===== config.mk =====
export PLATFORM = sky130hd
export DESIGN_NAME = imm_ext_arbiter
export DESIGN_NICKNAME = d
export VERILOG_FILES = /design/src/rtl/imm_ext_arbiter.sv
export SDC_FILE = /design/constraint.sdc
export NUM_CORES = 1
export LEC_CHECK = 0
export CAP_MARGIN = 10
export CELL_PAD_IN_SITES_DETAIL_PLACEMENT = 1
export CELL_PAD_IN_SITES_GLOBAL_PLACEMENT = 1
export CORE_MARGIN = 2
export CORE_UTILIZATION = 33
export CTS_CLUSTER_SIZE = 20
export DETAILED_ROUTE_END_ITERATION = 12
export PLACE_DENSITY_LB_ADDON = 0.1
export REMOVE_ABC_BUFFERS = 1
export SLEW_MARGIN = 0
export SYNTH_ARGS = -nofsm -noshare
export SYNTH_HDL_FRONTEND = slang
export SYNTH_SLANG_ARGS = --single-unit

===== constraint.sdc =====
create_clock -name Clk -period 4.3 [get_ports Clk]
set_input_delay 0.86 -clock Clk [delete_from_list [all_inputs] [get_ports Clk]]
set_output_delay 0.86 -clock Clk [all_outputs]
set_load 0.02 [all_outputs]

===== src/rtl/imm_ext_arbiter.sv =====
// rtl/imm_ext_arbiter.sv - round-robin arbiter sharing one 16->32 immediate extender between two ports
module imm_ext_arbiter #(
    parameter int CNT_W = 16
) (
    input  logic             Clk,
    input  logic             Rst,
    input  logic             ReqValidA,
    output logic             ReqReadyA,
    input  logic [15:0]      ReqImmA,
    input  logic [1:0]       ReqModeA,
    output logic             RspValidA,
    input  logic             RspReadyA,
    output logic [31:0]      RspDataA,
    output logic             RspErrA,
    input  logic             ReqValidB,
    output logic             ReqReadyB,
    input  logic [15:0]      ReqImmB,
    input  logic [1:0]       ReqModeB,
    output logic             RspValidB,
    input  logic             RspReadyB,
    output logic [31:0]      RspDataB,
    output logic             RspErrB,
    output logic [CNT_W-1:0] ConflictCnt
);

    // prio_b_q: 0 = port A wins a tie, 1 = port B wins a tie
    logic             prio_b_q, prio_b_d;
    logic             rsp_valid_a_q, rsp_valid_a_d;
    logic [31:0]      rsp_data_a_q, rsp_data_a_d;
    logic             rsp_err_a_q, rsp_err_a_d;
    logic             rsp_valid_b_q, rsp_valid_b_d;
    logic [31:0]      rsp_data_b_q, rsp_data_b_d;
    logic             rsp_err_b_q, rsp_err_b_d;
    logic [CNT_W-1:0] cnt_q, cnt_d;

    logic        elig_a, elig_b;
    logic        grant_a, grant_b;
    logic [15:0] imm;
    logic [1:0]  mode;
    logic [31:0] ext_data;
    logic        ext_err;

    // Grants are held off while reset is asserted so nothing is accepted then lost.
    always_comb begin
        elig_a  = Rst && ReqValidA && (!rsp_valid_a_q || RspReadyA);
        elig_b  = Rst && ReqValidB && (!rsp_valid_b_q || RspReadyB);
        grant_a = elig_a && (!elig_b || !prio_b_q);
        grant_b = elig_b && (!elig_a || prio_b_q);
    end

    // Only the granted immediate reaches the extender, so X on an idle port stays out.
    always_comb begin
        imm  = 16'h0000;
        mode = 2'b00;
        if (grant_a) begin
            imm  = ReqImmA;
            mode = ReqModeA;
        end else if (grant_b) begin
            imm  = ReqImmB;
            mode = ReqModeB;
        end
        ext_err = (mode == 2'b11);
        case (mode)
            2'b01:   ext_data = {16'h0000, imm};
            2'b10:   ext_data = {imm, 16'h0000};
            default: ext_data = {{16{imm[15]}}, imm};
        endcase
    end

    always_comb begin
        prio_b_d      = prio_b_q;
        rsp_valid_a_d = rsp_valid_a_q;
        rsp_data_a_d  = rsp_data_a_q;
        rsp_err_a_d   = rsp_err_a_q;
        rsp_valid_b_d = rsp_valid_b_q;
        rsp_data_b_d  = rsp_data_b_q;
        rsp_err_b_d   = rsp_err_b_q;
        cnt_d         = cnt_q;

        if (grant_a) begin
            prio_b_d = 1'b1;
        end else if (grant_b) begin
            prio_b_d = 1'b0;
        end

        if (grant_a) begin
            rsp_valid_a_d = 1'b1;
            rsp_data_a_d  = ext_data;
            rsp_err_a_d   = ext_err;
        end else if (RspReadyA) begin
            rsp_valid_a_d = 1'b0;
        end

        if (grant_b) begin
            rsp_valid_b_d = 1'b1;
            rsp_data_b_d  = ext_data;
            rsp_err_b_d   = ext_err;
        end else if (RspReadyB) begin
            rsp_valid_b_d = 1'b0;
        end

        if (elig_a && elig_b && (cnt_q != {CNT_W{1'b1}})) begin
            cnt_d = cnt_q + {{(CNT_W-1){1'b0}}, 1'b1};
        end
    end

    always_ff @(posedge Clk) begin
        if (!Rst) begin
            prio_b_q      <= 1'b0;
            rsp_valid_a_q <= 1'b0;
            rsp_data_a_q  <= 32'h0;
            rsp_err_a_q   <= 1'b0;
            rsp_valid_b_q <= 1'b0;
            rsp_data_b_q  <= 32'h0;
            rsp_err_b_q   <= 1'b0;
            cnt_q         <= {CNT_W{1'b0}};
        end else begin
            prio_b_q      <= prio_b_d;
            rsp_valid_a_q <= rsp_valid_a_d;
            rsp_data_a_q  <= rsp_data_a_d;
            rsp_err_a_q   <= rsp_err_a_d;
            rsp_valid_b_q <= rsp_valid_b_d;
            rsp_data_b_q  <= rsp_data_b_d;
            rsp_err_b_q   <= rsp_err_b_d;
            cnt_q         <= cnt_d;
        end
    end

    assign ReqReadyA   = grant_a;
    assign ReqReadyB   = grant_b;
    assign RspValidA   = rsp_valid_a_q;
    assign RspDataA    = rsp_data_a_q;
    assign RspErrA     = rsp_err_a_q;
    assign RspValidB   = rsp_valid_b_q;
    assign RspDataB    = rsp_data_b_q;
    assign RspErrB     = rsp_err_b_q;
    assign ConflictCnt = cnt_q;

endmodule


==> out/summary.txt, run 1 <==
CTS root buf - clkbuf_8
Maximum Capacitance Violations - 0
net total in the final layout - 573
final WL - 11.9 mm
FP Rows - 38
CP Capture Type - output pin
Initial Util - 33.9%
gpl congestion - 0.838
CTS Buffer Depth - 2
CTS tree - built
final setup fails - 0
area leader, netlist - dfxtp_1
mux contribution to synthesized area - 5.56%
I/O pin count - 128
# Post-CTS Setup Buffers - 0
worst ir drop on vdd - 0.138 mV
DR vias/cell - 5.29
Remaining Overflow, GRT - 0
Final HPWL DP - 8.32 mm
H-tree levels - 3
clock group share of total power - 30.7%
Fin. Hold Viols - 0
Synth Cell Area - 0.00367 mm^2
Pins Over Slew Limit - 0
Arrival @ worst endpoint - 2.93 ns
RR Endpoint - RspDataA[24]
diodes inserted - 0
status - finished clean
worst skew pair latency - 0.35 ns
Die Wd - 109 um
placed inst area - 0.00505 mm^2
first-pass GRT wire length - 19.2 mm
Area growth syn-to-layout - 42.6%
Hold Path Cell Cnt - 2
Reg2Reg Depth - 11
design area - 0.00523 mm^2
worst stage delay on the critical path - 0.65 ns
crit share post-route - 88.2%
post-CTS resize count - 0
Least-Margin Pin Slew - 0.865 ns
HP Start - RspDataA[1]
Ys Warns - 0
share of cells above drive strength 1 - 8.49%
Compound-Gate Fraction of Synth Area - 17.9%
Final Instance Count excl. Fillers - 670
dpl cells - 656
cells after synthesis - 411
fmax - 264 MHz
WHS Endpoint - RspDataA[1]
first-pass iteration count of the detailed router - 5
drt initial violations - 117
RSZ-0062 raised after global routing - no
PortBufs - 127
Setup Crit Path Kind - in -> out
Worst Path Max Fanout - 17
main combinational cell family by area after synthesis - simple AND/OR/NAND/NOR gates
Seq/Total Area, Yosys - 46.4%
Reg clk slew, reported paths - 0.09 ns
LEAKAGE - 2.09 nW
NetSw - 0.532 mW
DIE AREA - 0.0120 mm^2
Final Power - 1.83 mW
initial antenna violation count - 0
worst hold path type - reg -> reg
CTS buffer count - 9
power per cell area - 349 mW/mm^2
top cell type's share of synthesized area - 46.4%
Combinational Power Share - 22.0%
Critical Path Start Type - input pin
relative slew slack - 42.4%
FF+latch count, synth - 85
WP data required - 3.44 ns
Hold Buf Count CTS - 0
reg2reg setup slack - 1.23 ns
Cell variety after synth - 38
register area - 0.00170 mm^2
largest cells by area after synthesis - dfxtp_1 (46%), nand3_1 (7.6%), mux2i_1 (5.2%)
vias in the first global route - 3740
DRC Markers - 0
largest net degree at the start of global routing - 82
Adder-Cell Fraction of Synth Area - 1.36%
simple-gate share of the synthesized area - 21.4%
cell mode on critical path - clkdlybuf4s50_1
Post-Synth XOR/XNOR Area - 2.39%
fill count - 1259
critical-path cell list - clkdlybuf4s50_1 -> nand2b_1 -> a31o_1 -> or2_4 -> inv_4 -> buf_4 -> clkdlybuf4s50_1
via count - 3541
Total GRT Usage - 20.6%
remaining antenna violation count after routing - 0
Chip Height - 109 um
dpl ws - 0.198 ns
Core ar. - 0.0108 mm^2
worst flop-to-flop path startpoint - RspValidA
post-layout min period - 3.79 ns
PnR worst setup slack - 0.506 ns
P_int - 1.30 mW
Worst Clk Skew - 0.0104 ns
DR WL/cell - 17.8 um
Switching Share - 29.1%
Avg Inst Size Synth - 8.93 um^2
register share of total power - 47.3%
Worst path slowest cell - clkdlybuf4s50_1
TritonCTS Sinks - 85
Multi-input gate area - 0.00180 mm^2
[placed cells by master (no fill, tap or decap), types with 2 or more instances in the layout]
cell type,instances
clkdlybuf4s50_1,126
nand4_1,9
and3_1,17
inv_1,3
nand2b_1,2
o21ai_0,26
nand2_1,28
a311oi_2,10
clkbuf_8,10
mux2i_1,19
clkinvlp_4,2
nand3_1,56
dfxtp_1,85
buf_4,11
o21ai_1,10
a2bb2oi_1,17
xnor2_1,5
and4_1,2
nor3_1,4
a21oi_1,21
nor2_1,33
ha_1,4
or2_2,2
xor2_1,5
and2_1,3
a311oi_1,5
[flip-flops by register name (all words and copies together), names as in the netlist]
register     flops
RspErrB          1
RspErrA          1
RspValidB        1
RspDataB        32
RspDataA        32
RspValidA        1
prio_b_q         1
ConflictCnt     16
[logic make-up after synthesis]
| group | Yosys count |
|---|---|
| buffers and inverters | 39 |
| AOI/OAI and AO/OA | 93 |
| xor gates and xnor gates | 10 |
| muxes | 20 |
| DFF | 85 |
| and+or+nand+nor | 160 |
| adders and majority gates | 4 |
[layer usage]
metal  vias up  GRT usage, %  wire length [um]
met3        11          5.33               687
met2        86          37.0              6010
met4         0          5.24               155
li1       1710             -                 -
met1      1734          24.2              5060
met5         -             0                 0
[worst max-delay path, delay by kind of cell]
kind | cells | cell delay (ns)
and+or+nand+nor | 2 | 0.45
buffers and inverters | 4 | 1.36
AOI/OAI and AO/OA | 1 | 0.26
[metrics by stage]
| step | utilization (%) | setup TNS [ns] | hold WS [ns] |
|---|---|---|---|
| after floorplan | - | -68.50 | 0.453 |
| after detailed placement | 46.5 | 0 | 0.449 |
| after CTS | 48.3 | 0 | 0.466 |
| after global routing | 48.3 | 0 | 0.490 |
| final | 48.3 | 0 | 0.462 |
| after global placement | 46.5 | 0 | 0.442 |
[cell usage after synthesis]
library cell,instances
mux2i_2,1
a311oi_2,10
buf_4,1
and3_1,17
xnor2_1,5
a311oi_1,5
nand2b_1,2
buf_6,2
xor2_1,5
and2_1,3
buf_1,3
a2bb2oi_1,17
clkinv_1,1
a31o_1,1
inv_2,1
inv_1,3
a21oi_1,21
nand4_1,9
inv_4,1
mux2i_1,19
a22o_1,1
and4_1,2
clkbuf_1,16
or2_1,1
buf_2,11
nand3_1,56
or3_1,1
o21ai_1,10
o21ai_0,27
nor4b_2,1
nand2_1,28
nor3_1,4
ha_1,4
or2_2,2
nor2b_1,1
dfxtp_1,85
a22oi_1,1
nor2_1,33
[area by class of cell]
type,instances,share of cell area (%)
clock buffers,10,2.63
clock inverters,4,0.956
inverters,6,0.478
multi-input cells,287,34.3
flip-flops and latches,85,32.5
well taps,140,3.35
repair buffers,138,25.8
[worst max-delay path by stage]
stage | start | end | slack, ns | cells after the start
after floorplan | RspReadyA | RspDataB[17] | -1.54 | 10
after global routing | RspReadyA | RspDataB[26] | 0.32 | 12
after global placement | RspReadyA | RspDataB[18] | 0.37 | 12
after CTS | RspReadyB | ReqReadyA | 0.49 | 7
final | RspReadyB | ReqReadyA | 0.51 | 7
after detailed placement | RspReadyA | RspDataB[18] | 0.20 | 12
[power groups by stage]
stage          clock network (mW)  logic [mW]  registers [mW]
6_report                    0.562       0.402           0.864
4_1_cts                     0.582       0.408           0.864
3_3_place_gp                    0       0.399           0.880
2_1_floorplan                   0       0.140           0.934
3_5_place_dp                    0       0.406           0.882
5_1_grt                     0.609       0.436           0.869
(Power assumes the default switching activity.)
==> run 2: changes to the inputs <==
--- a/config.mk
+++ b/config.mk
@@ -8,10 +8,11 @@
 export CAP_MARGIN = 10
 export CELL_PAD_IN_SITES_DETAIL_PLACEMENT = 1
 export CELL_PAD_IN_SITES_GLOBAL_PLACEMENT = 1
-export CORE_MARGIN = 2
+export CORE_MARGIN = 1.5
 export CORE_UTILIZATION = 33
 export CTS_CLUSTER_SIZE = 20
 export DETAILED_ROUTE_END_ITERATION = 12
+export MAX_ROUTING_LAYER = met4
 export PLACE_DENSITY_LB_ADDON = 0.1
 export REMOVE_ABC_BUFFERS = 1
 export SLEW_MARGIN = 0
==> run 2 against run 1 <==
  * Worst hold slack got worse by 0.0066 ns
  * Total power decreased by 1.2%
  * Routed wire length decreased by 0.60%
  * Critical endpoint unchanged
  * Largest power group unchanged
==> out/summary.txt, run 2 (synthesized netlist as in run 1, its figures left out) <==
cell mode on critical path - clkdlybuf4s50_1
Least-Margin Pin Slew - 0.898 ns
CTS tree - built
worst hold path type - reg -> reg
Pins Over Slew Limit - 0
DRC Markers - 0
first-pass iteration count of the detailed router - 4
diodes inserted - 0
Initial Util - 33.9%
I/O pin count - 128
Hold Buf Count CTS - 0
Final Instance Count excl. Fillers - 673
initial antenna violation count - 0
Total GRT Usage - 21.1%
gpl congestion - 0.792
TritonCTS Sinks - 85
RSZ-0062 raised after global routing - no
post-CTS resize count - 0
Worst path slowest cell - clkdlybuf4s50_1
share of cells above drive strength 1 - 9.01%
DR WL/cell - 17.6 um
via count - 3521
Worst Path Max Fanout - 17
dpl cells - 657
net total in the final layout - 574
vias in the first global route - 3562
first-pass GRT wire length - 18.6 mm
FP Rows - 38
largest net degree at the start of global routing - 82
fmax - 264 MHz
worst stage delay on the critical path - 0.66 ns
Maximum Capacitance Violations - 0
Fin. Hold Viols - 0
power per cell area - 345 mW/mm^2
LEAKAGE - 2.09 nW
CTS root buf - clkbuf_8
Final HPWL DP - 8.20 mm
CTS buffer count - 9
final WL - 11.8 mm
final setup fails - 0
CP Capture Type - output pin
relative slew slack - 40.2%
Reg clk slew, reported paths - 0.09 ns
final hold slack - 0.456 ns
post-layout min period - 3.78 ns
most common cell after layout, fill and taps aside - clkdlybuf4s50_1
drt initial violations - 115
Die Wd - 108 um
Setup Crit Path Kind - in -> out
critical-path cell list - clkdlybuf4s50_1 -> nand2b_1 -> a31o_1 -> or2_4 -> inv_4 -> buf_4 -> clkdlybuf4s50_1
status - finished clean
DR vias/cell - 5.23
Remaining Overflow, GRT - 0
Worst Clk Skew - 0.0144 ns
delay-heaviest family, CP - buffers and inverters
Arrival @ worst endpoint - 2.92 ns
# Post-CTS Setup Buffers - 0
WP buf/inv - 4
most frequent cells in the layout - clkdlybuf4s50_1 (126), dfxtp_1 (85), nand3_1 (56), nor2_1 (33), nand2_1 (28)
H-tree levels - 3
WP data required - 3.44 ns
Chip Height - 108 um
CTS Buffer Depth - 2
DIE AREA - 0.0118 mm^2
worst ir drop on vdd - 0.159 mV
Core ar. - 0.0108 mm^2
crit share post-route - 88.0%
Area growth syn-to-layout - 42.8%
Critical Path Start Type - input pin
PortBufs - 127
remaining antenna violation count after routing - 0
worst skew pair latency - 0.36 ns
==> run 2: worst paths after layout <==
kind / startpoint / end / slack [ns] / depth (start not counted)
max: RspReadyB / ReqReadyA / 0.52 / 7
min: RspDataA[3] / RspDataA[3] / 0.46 / 2
max reg2reg: RspValidA / RspDataB[17] / 1.28 / 11
min reg2reg: RspDataA[3] / RspDataA[3] / 0.46 / 2
==> run 2: layout make-up <==
class / count / area [um^2]
tap: 140 / 175
sequential: 85 / 1700
fill: 1268 / 5600
multi-input combinational: 287 / 1800
inverter: 6 / 25.0
clock inverter: 6 / 47.5
clock buffer: 10 / 138
timing repair buffer: 139 / 1360
==> run 2: worst register-to-register path, stage by stage (launching register included) <==
cell	delay, ns
dfxtp_1	0.31
nand2b_1	0.13
nand2_1	0.11
o21ai_2	0.15
clkinv_1	0.14
a22o_1	0.29
ha_1	0.35
nor2b_2	0.67
buf_4	0.36
and3_1	0.20
a311oi_2	0.06
a21oi_1	0.18
==> run 2: routing by layer <==
layer | GRT usage (%) | share of wire, % | vias to the layer above
li1 | - | - | 1710
met5 | - | 0 | -
met3 | 4.82 | 4.6 | 13
met2 | 35.2 | 50 | 79
met4 | 7.05 | 1.6 | 0
met1 | 25.0 | 44 | 1719
==> run 2: metrics by stage <==
stage	setup slack (ns)	util, %	total power [mW]	setup TNS (ns)	instance area [um^2]
final	0.517	48.3	1.81	0	5240
after global routing	0.400	48.3	1.90	0	5240
after CTS	0.509	48.3	1.83	0	5240
after detailed placement	0.244	46.6	1.29	0	5050
after global placement	0.436	46.6	1.28	0	5050
after floorplan	-1.54	-	1.07	-68.50	3510
==> run 2: report_power, final <==
group | switching (mW) | internal, mW | total, mW
sequential | 0.0276 | 0.835 | 0.863
clock | 0.310 | 0.229 | 0.539
combinational | 0.219 | 0.185 | 0.404
total | 0.557 | 1.25 | 1.81
==> run 3: changes to the inputs <==
==> constraint.sdc (replaced) <==
create_clock -name Clk -period 4.1 [get_ports Clk]
set_input_delay 0.82 -clock Clk [delete_from_list [all_inputs] [get_ports Clk]]
set_output_delay 0.82 -clock Clk [all_outputs]
set_load 0.02 [all_outputs]
==> run 3 against run 2 <==
  * Critical path depth unchanged
  * Critical endpoint unchanged
  * Global-route usage up 0.91 points
  * Routed wire length up 3.1%
  * First-iteration DRC count rose by 6.1%
  * Critical path type unchanged
==> out/summary.txt, run 3 (synthesized netlist as in run 1, its figures left out) <==
DIE AREA - 0.0118 mm^2
Switching Share - 29.6%
WP data required - 3.28 ns
design area - 0.00528 mm^2
RSZ-0062 raised after global routing - no
gpl congestion - 0.813
H-tree levels - 3
worst hold path type - reg -> reg
Worst Path Max Fanout - 13
largest net degree at the start of global routing - 82
Critical Path Start Type - input pin
post-layout min period - 3.68 ns
crit path launch - RspReadyB
Total GRT Usage - 22.0%
relative slew slack - 39.9%
Maximum Capacitance Violations - 0
vias in the first global route - 3657
LEAKAGE - 2.12 nW
Arrival @ worst endpoint - 2.86 ns
first-pass iteration count of the detailed router - 4
worst skew pair latency - 0.36 ns
crit share post-route - 89.8%
CTS Buffer Depth - 2
most frequent cells in the layout - clkdlybuf4s50_1 (126), dfxtp_1 (85), nand3_1 (56), nor2_1 (33), nand2_1 (28)
DR WL/cell - 18.1 um
power per cell area - 369 mW/mm^2
met3 WL - 638 um
reg2reg setup slack - 1.19 ns
highest routed layer - met4
share of cells above drive strength 1 - 9.14%
most common cell after layout, fill and taps aside - clkdlybuf4s50_1
Hold Buf Count CTS - 0
RR Endpoint - RspDataB[20]
post-CTS resize count - 0
Area growth syn-to-layout - 43.8%
CTS root buf - clkbuf_8
status - finished clean
diodes inserted - 0
Setup crit end - ReqReadyA
Reg2Reg Depth - 12
Core ar. - 0.0108 mm^2
# Post-CTS Setup Buffers - 0
Fin. Hold Viols - 0
first-pass GRT wire length - 19.2 mm
Setup Crit Path Kind - in -> out
register share of total power - 46.6%
PortBufs - 127
met1 wire length - 5.18 mm
Reg clk slew, reported paths - 0.09 ns
final setup fails - 0
P_int - 1.37 mW
CP Capture Type - output pin
Initial Util - 33.9%
CTS buffer count - 9
Combinational Power Share - 22.2%
via count - 3576
metal2 WL - 6.19 mm
final WL - 12.2 mm
remaining antenna violation count after routing - 0
Final HPWL DP - 8.31 mm
worst ir drop on vdd - 0.182 mV
initial antenna violation count - 0
NetSw - 0.575 mW
I/O pin count - 128
fmax - 272 MHz
net total in the final layout - 577
Remaining Overflow, GRT - 0
TritonCTS Sinks - 85
Die Wd - 108 um
drt initial violations - 122
DR vias/cell - 5.29
FP Rows - 38
Final Util - 48.7%
Chip Height - 108 um
Pins Over Slew Limit - 0
CTS tree - built
worst flop-to-flop path startpoint - RspValidA
placed inst area - 0.00507 mm^2
Worst Clk Skew - 0.00816 ns
fill count - 1245
clock group share of total power - 31.3%
Least-Margin Pin Slew - 0.902 ns
DRC Markers - 0
## run 3: cell types whose count changed in the layout (fill, tap and decap cells not counted), sizes merged
cell,change
buf,+3
bufinv,+1
clkbuf,+2
clkinv,+1
clkinvlp,-3
inv,-1
## run 3: power groups by stage
| stage | clock network, mW | logic (mW) | registers [mW] |
|---|---|---|---|
| after floorplan | 0 | 0.147 | 0.979 |
| after global placement | 0 | 0.423 | 0.923 |
| after detailed placement | 0 | 0.432 | 0.924 |
| after CTS | 0.624 | 0.434 | 0.906 |
| after global routing | 0.662 | 0.464 | 0.911 |
| final | 0.608 | 0.432 | 0.905 |
## run 3: layout make-up
cell class              instances  area, um^2  share of cell area, %
clock buffers                  12         145                   2.75
flip-flops and latches         85        1700                   32.3
well taps                     140         175                   3.32
clock inverters                 4        47.5                  0.901
inverters                       6        25.0                  0.474
multi-input cells             287        1800                   34.0
repair buffers                142        1390                   26.3
## run 3: through the flow
step	setup WS (ns)	TNS (ns)	power, mW	cells	hold slack (ns)
after floorplan	-1.70	-78.95	1.13	378	0.453
after global placement	0.0771	0	1.35	659	0.443
after detailed placement	-0.148	-0.469	1.36	659	0.450
after CTS	0.254	0	1.96	675	0.462
after global routing	0.356	0	2.04	676	0.484
final	0.417	0	1.94	676	0.456
## run 3: layer usage
layer / global-route usage, % / up-vias
met5: - / -
li1: - / 1718
met2: 37.8 / 86
met3: 6.15 / 16
met4: 7.42 / 0
met1: 24.5 / 1756
## run 3: worst max-delay path, stage by stage
cell and delay [ns]:
clkdlybuf4s50_1 0.39, nand2b_1 0.19, a31o_1 0.27, or2_4 0.25, inv_4 0.07, buf_4 0.23
clkdlybuf4s50_1 0.64
## run 3: worst min-delay path by stage
stage | startpoint | end | slack (ns) | depth (start not counted)
floorplan | prio_b_q | prio_b_q | 0.45 | 2
global placement | RspDataA[5] | RspDataA[5] | 0.44 | 2
detailed placement | RspErrA | RspErrA | 0.45 | 2
CTS | RspErrA | RspErrA | 0.46 | 2
global route | RspDataA[0] | RspDataA[0] | 0.48 | 2
finish | RspDataA[10] | RspDataA[10] | 0.46 | 2
